--- src/rtl/somador_pkg.sv ---
// rtl/somador_pkg.sv - shared width constant, operand type and flag helpers for somador4bits
package somador_pkg;

    localparam int SOMA_WIDTH = 4;

    typedef logic [SOMA_WIDTH-1:0] soma_t;

    // Signed overflow: both operands share a sign that the sum does not.
    function automatic logic soma_ovf(input logic a_msb, input logic b_msb, input logic s_msb);
        return (a_msb == b_msb) && (s_msb != a_msb);
    endfunction

endpackage

--- src/rtl/full_adder.sv ---
// rtl/full_adder.sv - one-bit full adder cell used by the ripple-carry chain
module full_adder (
    input  logic x,
    input  logic y,
    input  logic ci,
    output logic s,
    output logic co
);

    logic p;

    assign p  = x ^ y;
    assign s  = p ^ ci;
    assign co = (x & y) | (ci & p);

endmodule

--- src/rtl/somador4bits.sv ---
// rtl/somador4bits.sv - registered ripple-carry adder with carry, overflow and zero flags
module somador4bits
    import somador_pkg::*;
#(
    parameter int WIDTH = SOMA_WIDTH
) (
    input  logic             clk,
    input  logic             rst_n,
    input  logic             in_valid,
    input  logic [WIDTH-1:0] a,
    input  logic [WIDTH-1:0] b,
    output logic [WIDTH-1:0] saida,
    output logic             cout,
    output logic             ovf,
    output logic             zero,
    output logic             out_valid
);

    logic [WIDTH:0]   carry;
    logic [WIDTH-1:0] sum;
    logic             sum_ovf;
    logic             sum_zero;

    logic [WIDTH-1:0] saida_q, saida_d;
    logic             cout_q, cout_d;
    logic             ovf_q, ovf_d;
    logic             zero_q, zero_d;
    logic             valid_q, valid_d;

    assign carry[0] = 1'b0;

    genvar i;
    generate
        for (i = 0; i < WIDTH; i++) begin : g_fa
            full_adder u_fa (
                .x  (a[i]),
                .y  (b[i]),
                .ci (carry[i]),
                .s  (sum[i]),
                .co (carry[i+1])
            );
        end
    endgenerate

    assign sum_ovf  = soma_ovf(a[WIDTH-1], b[WIDTH-1], sum[WIDTH-1]);
    assign sum_zero = (sum == '0);

    // Operands are only looked at under in_valid, so junk on a/b while idle never reaches state.
    always_comb begin
        saida_d = saida_q;
        cout_d  = cout_q;
        ovf_d   = ovf_q;
        zero_d  = zero_q;
        valid_d = 1'b0;
        if (in_valid) begin
            saida_d = sum;
            cout_d  = carry[WIDTH];
            ovf_d   = sum_ovf;
            zero_d  = sum_zero;
            valid_d = 1'b1;
        end
    end

    always_ff @(posedge clk) begin
        if (!rst_n) begin
            saida_q <= '0;
            cout_q  <= 1'b0;
            ovf_q   <= 1'b0;
            zero_q  <= 1'b1;
            valid_q <= 1'b0;
        end else begin
            saida_q <= saida_d;
            cout_q  <= cout_d;
            ovf_q   <= ovf_d;
            zero_q  <= zero_d;
            valid_q <= valid_d;
        end
    end

    assign saida     = saida_q;
    assign cout      = cout_q;
    assign ovf       = ovf_q;
    assign zero      = zero_q;
    assign out_valid = valid_q;

endmodule

--- config.mk ---
export PLATFORM = sky130hd
export DESIGN_NAME = somador4bits
export DESIGN_NICKNAME = d
export VERILOG_FILES = /design/src/rtl/somador_pkg.sv /design/src/rtl/full_adder.sv /design/src/rtl/somador4bits.sv
export SDC_FILE = /design/constraint.sdc
export NUM_CORES = 1
export LEC_CHECK = 0
export CAP_MARGIN = 25
export CORE_AREA = 2 2 39 41
export DETAILED_ROUTE_END_ITERATION = 10
export DIE_AREA = 0 0 41 43
export PLACE_DENSITY = 0.71
export SLEW_MARGIN = 10
export SYNTH_ARGS = -nofsm -noshare
export SYNTH_HDL_FRONTEND = slang
export SYNTH_SLANG_ARGS = --single-unit
--- constraint.sdc ---
create_clock -name clk -period 6.6 [get_ports clk]
set_clock_uncertainty 0.1 [all_clocks]
set_input_delay 1.32 -clock clk [delete_from_list [all_inputs] [get_ports clk]]
set_output_delay 1.32 -clock clk [all_outputs]
set_load 0.005 [all_outputs]
==> results_dict.tcl, run 1 <==
set metrics [dict create \
    outcome "complete, no violations" \
    start_kind "input pin" \
    report.final.hold_viol_count 0 \
    track_usage_pct 11.6 \
    cts_resized 0 \
    insertion_delay_ns 0.25 \
    clk_pin_slew_worst_paths_ns 0.05 \
    grt_setup_unrepaired "false" \
    setup_viol 0 \
    dr.pass1.iters 2 \
    ant_nets 0 \
    cp-end-kind "flip-flop" \
    grt_max_degree 12 \
    fin_ws_ns 3.08 \
    htreeDepth 1 \
    critPathTopFamily "adder cells" \
    min_path_cells 1 \
    drive_above_1_share_pct 9.09 \
    path_depth 8 \
    fin_crit_sh_pct 53.4 \
    antenna_found_initial 0 \
    row_count 14 \
    fillers 148 \
    clkSinkCount 8 \
    cp_common_cell "fa_1" \
    numCtsBuffers 3 \
    synth_area_per_cell_sq_um 11.7 \
    holdBufCountCts 0 \
    fin_cells 71 \
    synth-seq-cells 8 \
    synth_cells 35 \
    max_freq_mhz 284 \
    crit_fanout 3 \
    powerDensity_mw_per_mm2 199 \
    wl_microns 777 \
    final_nets 73 \
    worst-path-buf-inv 2 \
    finalSetupTns_ns 0 \
    drcViolationCount 0 \
    yosysUniqueCellTypes 16 \
    worstSetupPathType "in -> reg" \
    cpMaxStageDelayCell "fa_1" \
    power_uw 123 \
    wl_per_cell_microns 10.9 \
    dp_cells 68 \
    num_io_pins 19 \
    cts_max_path_buffers 2 \
    r2r_slack_ns 5.88 \
    required_ns 6.67 \
    grt_pass1_wl_microns 1260 \
    worst_pin_slew_ns 0.450 \
    cts_tree "yes" \
    cts_root_buffer "clkbuf_4" \
    grt-ovfl-total 0 \
    drv_cap 0 \
    max_stage_delay_ns 0.46 \
    min_period_ns 3.52 \
    fin_util_pct 44.8 \
    first_global_vias 310 \
    crit_chain "clkdlybuf4s50_1 -> ha_1 -> fa_1 -> fa_1 -> inv_1 -> fa_1 -> xor2_1 -> o31ai_2" \
    relSlewSlack_pct 69.9 \
    synthesis.nets 51 \
    syn-cell-area_sq_um 408 \
    area_delta_synth_final_pct 51.8 \
    portBuffers 18 \
    post-place-ws_ns 2.81 \
    worstPathArrival_ns 3.59 \
    core_area_sq_mm 0.00138 \
    finalWeightedCongestion 0.661 \
    yosysSeqAreaShare_pct 39.3 \
    die_area_sq_mm 0.00176 \
    post-cts-setup-buffer-count 0 \
    max-vdd-ir-drop_mv 0.117 \
    vias 319 \
    vias_per_cell 4.49 \
    die_h_microns 43 \
    antenna_cells 0 \
    reg2reg_depth 1 \
    drv_slew 0 \
    die-width_microns 41 \
    p_leak_nw 0.275 \
    dr.first_iter.drc_count 1 \
    initial_core_util_pct 29.5 \
    yosysWarnings 0 \
    hp-class "reg -> reg" \
]
[logic make-up (layout without fill, tap and decap cells)]
family / count (synthesis) / in the layout / share of synthesized area [%]
XOR/XNOR: 1 / 1 / 2.15
flip-flops: 8 / 8 / 39.3
AO/OA/AOI/OAI: 4 / 4 / 9.82
buffers and inverters: 5 / 25 / 6.44
AND/OR/NAND/NOR: 9 / 9 / 14.1
multiplexers: 3 / 3 / 7.36
adder cells (fa/ha/maj): 5 / 5 / 20.9
[report_power, final]
part	internal [mW]	leakage, nW	total, mW	switching, mW
Clock	0.0207	0.0138	0.0364	0.0157
Sequential	0.0525	0.0663	0.0545	0.00197
Combinational	0.0200	0.195	0.0321	0.0121
[final cells by class]
type	instances	area, sq um	share of cell area (%)
flip-flops and latches	8	160	25.9
repair buffers	18	180	29.1
clock buffers	3	22.5	3.64
well taps	16	20.0	3.23
multi-input cells	22	221	35.8
inverters	4	15.0	2.42
[final timing paths]
| kind | to | startpoint |
|---|---|---|
| worst max-delay path | ovf | a[0] |
| worst min-delay path | saida[3] | saida[3] |
| worst max register to register | cout | cout |
| worst min register to register | saida[3] | saida[3] |
[layout by cell type (no fill, tap or decap), drive strengths merged]
cell type / synthesis / layout
clkdlybuf4s50: 0 / 18
dfxtp: 8 / 8
inv: 4 / 4
mux2i: 3 / 3
nor2b: 3 / 3
fa: 3 / 3
clkbuf: 0 / 3
nand2: 3 / 3
o211a: 2 / 2
ha: 2 / 2
xor2: 1 / 1
nand3b: 1 / 1
o31ai: 1 / 1
nand4bb: 1 / 1
nand2b: 1 / 1
o211ai: 1 / 1
[cells in the mapped netlist]
| cell type | instances | area (sq um) |
|---|---|---|
| dfxtp_1 | 8 | 160 |
| inv_1 | 4 | 15.0 |
| fa_1 | 3 | 60.1 |
| mux2i_1 | 3 | 30.0 |
| nor2b_1 | 3 | 18.8 |
| ha_1 | 2 | 25.0 |
| nand2_1 | 2 | 7.51 |
| o211a_1 | 2 | 20.0 |
| buf_6 | 1 | 11.3 |
| nand2_2 | 1 | 6.26 |
| nand2b_1 | 1 | 6.26 |
| nand3b_1 | 1 | 7.51 |
| nand4bb_1 | 1 | 11.3 |
| o211ai_1 | 1 | 7.51 |
| o31ai_2 | 1 | 12.5 |
| xor2_1 | 1 | 8.76 |
[registers in the layout (all words and copies together) (netlist names)]
signal,cells
cout,1
saida,4
ovf,1
out_valid,1
zero,1
[through the flow]
step	hold slack (ns)	cell area [sq um]
after floorplan	0.377	408
after global placement	0.375	597
after detailed placement	0.374	597
after CTS	0.386	619
after global routing	0.411	619
final	0.381	619
[layer usage]
metal	up-vias	track usage [%]	part of all wire [%]
met3	3	9.42	13
li1	158	-	-
met4	0	6.00	1.0
met5	-	0	0
met1	142	12.1	40
met2	16	15.9	46
Power figures use the tool's default switching activity.
==> run 2, diff against run 1 <==
- clock period: 6.6 -> 3.6 ns (I/O delays scaled with it)
==> results_dict.tcl, run 2 (same netlist as run 1, synthesis figures left out) <==
set metrics [dict create \
    dp_cells 68 \
    dr.first_iter.drc_count 3 \
    first_global_vias 304 \
    outcome "complete, no violations" \
    timing.rr.start "cout" \
    insertion_delay_ns 0.25 \
    grt_max_degree 12 \
    worst-path-buf-inv 2 \
    cpMaxStageDelayCell "fa_1" \
    finalSetupTns_ns 0 \
    drcViolationCount 0 \
    die-width_microns 41 \
    max_stage_delay_ns 0.46 \
    grt_setup_unrepaired "false" \
    grt_pass1_wl_microns 1280 \
    powerDensity_mw_per_mm2 364 \
    p_leak_nw 0.275 \
    fillers 143 \
    min_path_cells 1 \
    cp_common_cell "fa_1" \
    regArea_sq_um 160 \
    track_usage_pct 11.6 \
    min_period_ns 2.93 \
    relSlewSlack_pct 70.5 \
    post-cts-setup-buffer-count 0 \
    numCtsBuffers 3 \
    reg2reg_to "cout" \
    multi_input_area_sq_um 221 \
    cts_max_path_buffers 2 \
    start_kind "input pin" \
    cts_tree "yes" \
    fin_cells 71 \
    ant_nets 0 \
    report.final.hold_viol_count 0 \
    worst_pin_slew_ns 0.442 \
    clk_pin_slew_worst_paths_ns 0.05 \
    required_ns 3.67 \
    wl_per_cell_microns 11.1 \
    antenna_cells 0 \
    wl_microns 788 \
    drive_above_1_share_pct 9.09 \
    cp-end-kind "flip-flop" \
    final_common_cell "clkdlybuf4s50_1" \
    row_count 14 \
    r2r_slack_ns 2.89 \
    layout_common_cells "clkdlybuf4s50_1 (18), dfxtp_1 (8), inv_1 (4)" \
    die_area_sq_mm 0.00176 \
    die_h_microns 43 \
    cts_root_buffer "clkbuf_4" \
    min_from "saida[3]" \
    portBuffers 18 \
    final_nets 73 \
    num_io_pins 19 \
    setup_viol 0 \
    hp-class "reg -> reg" \
    drv_slew 0 \
    initial_core_util_pct 29.5 \
    finalWeightedCongestion 0.742 \
    vias_per_cell 4.54 \
    vias 322 \
    max-vdd-ir-drop_mv 0.207 \
    antenna_found_initial 0 \
    cts_resized 0 \
    holdPathEnd "saida[3]" \
    crit_chain "clkdlybuf4s50_1 -> ha_1 -> fa_1 -> fa_1 -> inv_1 -> fa_1 -> xor2_1 -> o31ai_2" \
    worstPathArrival_ns 3.00 \
    holdBufCountCts 0 \
    crit_fanout 3 \
    dr.pass1.iters 2 \
    reg2reg_depth 1 \
    critPathTopFamily "adder cells" \
    htreeDepth 1 \
    max_freq_mhz 342 \
    clkSinkCount 8 \
    worstSetupPathType "in -> reg" \
    core_area_sq_mm 0.00138 \
    largest_reg_flops 4 \
    drv_cap 0 \
    area_delta_synth_final_pct 51.8 \
    grt-ovfl-total 0 \
    fin_crit_sh_pct 81.3 \
]
-- run 2: cell counts in the layout (fill, tap and decap cells not counted) --
No cell type changed its count.
-- run 2: metal layers --
layer | track usage (%) | wire (microns) | vias up
li1 | - | - | 161
met1 | 12.5 | 319 | 144
met2 | 17.5 | 370 | 17
met3 | 9.42 | 98 | 0
met4 | 2.00 | 0 | 0
met5 | 0 | 0 | -
-- run 2: final cells by class --
class | count | share of cell area (%)
multi-input cells | 22 | 35.8
well taps | 16 | 3.23
flip-flops and latches | 8 | 25.9
inverters | 4 | 2.42
clock buffers | 3 | 3.64
repair buffers | 18 | 29.1
-- run 2: through the flow --
stage          hold slack [ns]  setup WS (ns)  utilization [%]  power [mW]  area [sq um]
6_report                 0.390          0.674             44.8       0.226           619
5_1_grt                  0.411          0.556             44.8       0.244           619
4_1_cts                  0.395          0.660             44.8       0.231           619
3_5_place_dp             0.377          0.411             43.1       0.161           597
3_3_place_gp             0.375          0.455             43.1       0.160           597
2_1_floorplan            0.377          0.922                -       0.129           408
-- run 2: worst max-delay path by stage --
stage / cells after the start / from / to
floorplan: 7 / a[0] / ovf
global route: 8 / a[0] / ovf
CTS: 8 / a[0] / ovf
finish: 8 / a[0] / ovf
global placement: 8 / a[0] / ovf
detailed placement: 8 / a[0] / ovf
-- run 2: where the power goes --
| group | switching (mW) | internal (mW) | leakage [nW] |
|---|---|---|---|
| Sequential | 0.00385 | 0.0963 | 0.0663 |
| Combinational | 0.0218 | 0.0365 | 0.195 |
| Clock | 0.0292 | 0.0381 | 0.0138 |
==> run 3, diff against run 2 <==
- PLACE_DENSITY: 0.71 -> 0.73
- clock period: 3.6 -> 2.65 ns (I/O delays scaled with it)
==> results_dict.tcl, run 3 (same netlist as run 1, synthesis figures left out) <==
set metrics [dict create \
    cts_tree "yes" \
    grt_setup_unrepaired "false" \
    hp-class "reg -> reg" \
    worst_pin_slew_ns 0.458 \
    worstPathArrival_ns 2.58 \
    ant_nets 0 \
    drv_slew 0 \
    crit_chain "clkdlybuf4s50_1 -> fa_2 -> fa_2 -> inv_2 -> fa_1 -> buf_4 -> nand4bb_1 -> o211ai_1" \
    worst-path-buf-inv 3 \
    die_area_sq_mm 0.00176 \
    max-vdd-ir-drop_mv 0.191 \
    die-width_microns 41 \
    wl_per_cell_microns 11.7 \
    vias_per_cell 4.67 \
    drive_above_1_share_pct 17.9 \
    vias 336 \
    num_io_pins 19 \
    track_usage_pct 11.6 \
    layout_common_cells "clkdlybuf4s50_1 (16), dfxtp_1 (8)" \
    cpMaxStageDelayCell "clkdlybuf4s50_1" \
    p_leak_nw 0.294 \
    power_uw 313 \
    cp_common_cell "fa_2" \
    dr.first_iter.drc_count 0 \
    area_delta_synth_final_pct 56.7 \
    largest_reg_flops 4 \
    final_nets 74 \
    cts_root_buffer "clkbuf_4" \
    worstSetupPathType "in -> reg" \
    fin_util_pct 46.2 \
    max_freq_mhz 390 \
    first_global_vias 324 \
    critPathTopFamily "adder cells" \
    insertion_delay_ns 0.25 \
    r2r_slack_ns 1.94 \
    clk_pin_slew_worst_paths_ns 0.05 \
    grt_pass1_wl_microns 1330 \
    powerDensity_mw_per_mm2 490 \
    die_h_microns 43 \
    cts_max_path_buffers 2 \
    portBuffers 18 \
    required_ns 2.67 \
    antenna_found_initial 0 \
    relSlewSlack_pct 69.4 \
    core_area_sq_mm 0.00138 \
    drcViolationCount 0 \
    numCtsBuffers 3 \
    dr.pass1.iters 1 \
    wl_microns 843 \
    outcome "complete, no violations" \
    row_count 14 \
    grt-ovfl-total 0 \
    cp-end-kind "flip-flop" \
    initial_core_util_pct 29.5 \
    htreeDepth 1 \
    min_period_ns 2.56 \
    final_common_cell "clkdlybuf4s50_1" \
    setup_viol 0 \
    finalWeightedCongestion 0.677 \
    drv_cap 0 \
    report.final.hold_viol_count 0 \
    clkSinkCount 8 \
    grt_max_degree 12 \
    max_stage_delay_ns 0.44 \
    start_kind "input pin" \
    crit_fanout 2 \
    fin_crit_sh_pct 96.7 \
    antenna_cells 0 \
]
## run 3: cell types whose count changed in the layout (fill, tap and decap cells not counted), sizes merged
cell           change
clkdlybuf4s50      -2
dlymetal6s2s       +2
buf                +1
## run 3: where the power goes
group	internal, mW	switching [mW]
logic	0.0542	0.0321
registers	0.131	0.00456
clock network	0.0517	0.0402
total	0.237	0.0769
## run 3: final cells by class
class / instances / area, sq um
tap: 16 / 20.0
timing repair buffer: 19 / 193
clock buffer: 3 / 22.5
multi-input combinational: 22 / 229
fill: 137 / 744
inverter: 4 / 15.0
sequential: 8 / 160
## run 3: final timing paths
path                               start  cells after the start  endpoint
worst max-delay path                a[1]                      8      zero
worst min-delay path                cout                      1      cout
worst max register to register  saida[3]                      1  saida[3]
worst min register to register      cout                      1      cout
## run 3: layer usage
metal | vias up | part of all wire (%) | GRT usage (%)
li1 | 159 | - | -
met1 | 162 | 40 | 13.4
met2 | 15 | 47 | 16.9
met3 | 0 | 13 | 4.19
met4 | 0 | 0 | 8.00
met5 | - | 0 | 0
## run 3: metrics by stage
stage | TNS (ns) | cells | cell area, sq um | setup slack (ns) | hold WS, ns
final | 0 | 72 | 639 | 0.0863 | 0.384
after detailed placement | -0.850 | 68 | 597 | -0.405 | 0.375
after floorplan | 0 | 35 | 408 | 0.162 | 0.377
after CTS | 0 | 72 | 634 | 0.00247 | 0.386
after global placement | -0.723 | 68 | 597 | -0.321 | 0.369
after global routing | 0 | 72 | 639 | 0.0176 | 0.402
## run 3: timing repair
item	4_1_cts	5_1_grt
setup endpoints to repair	1	3
pin swaps	2	5
gates resized for setup	3	3
setup buffers	1	0
hold buffers	0	0
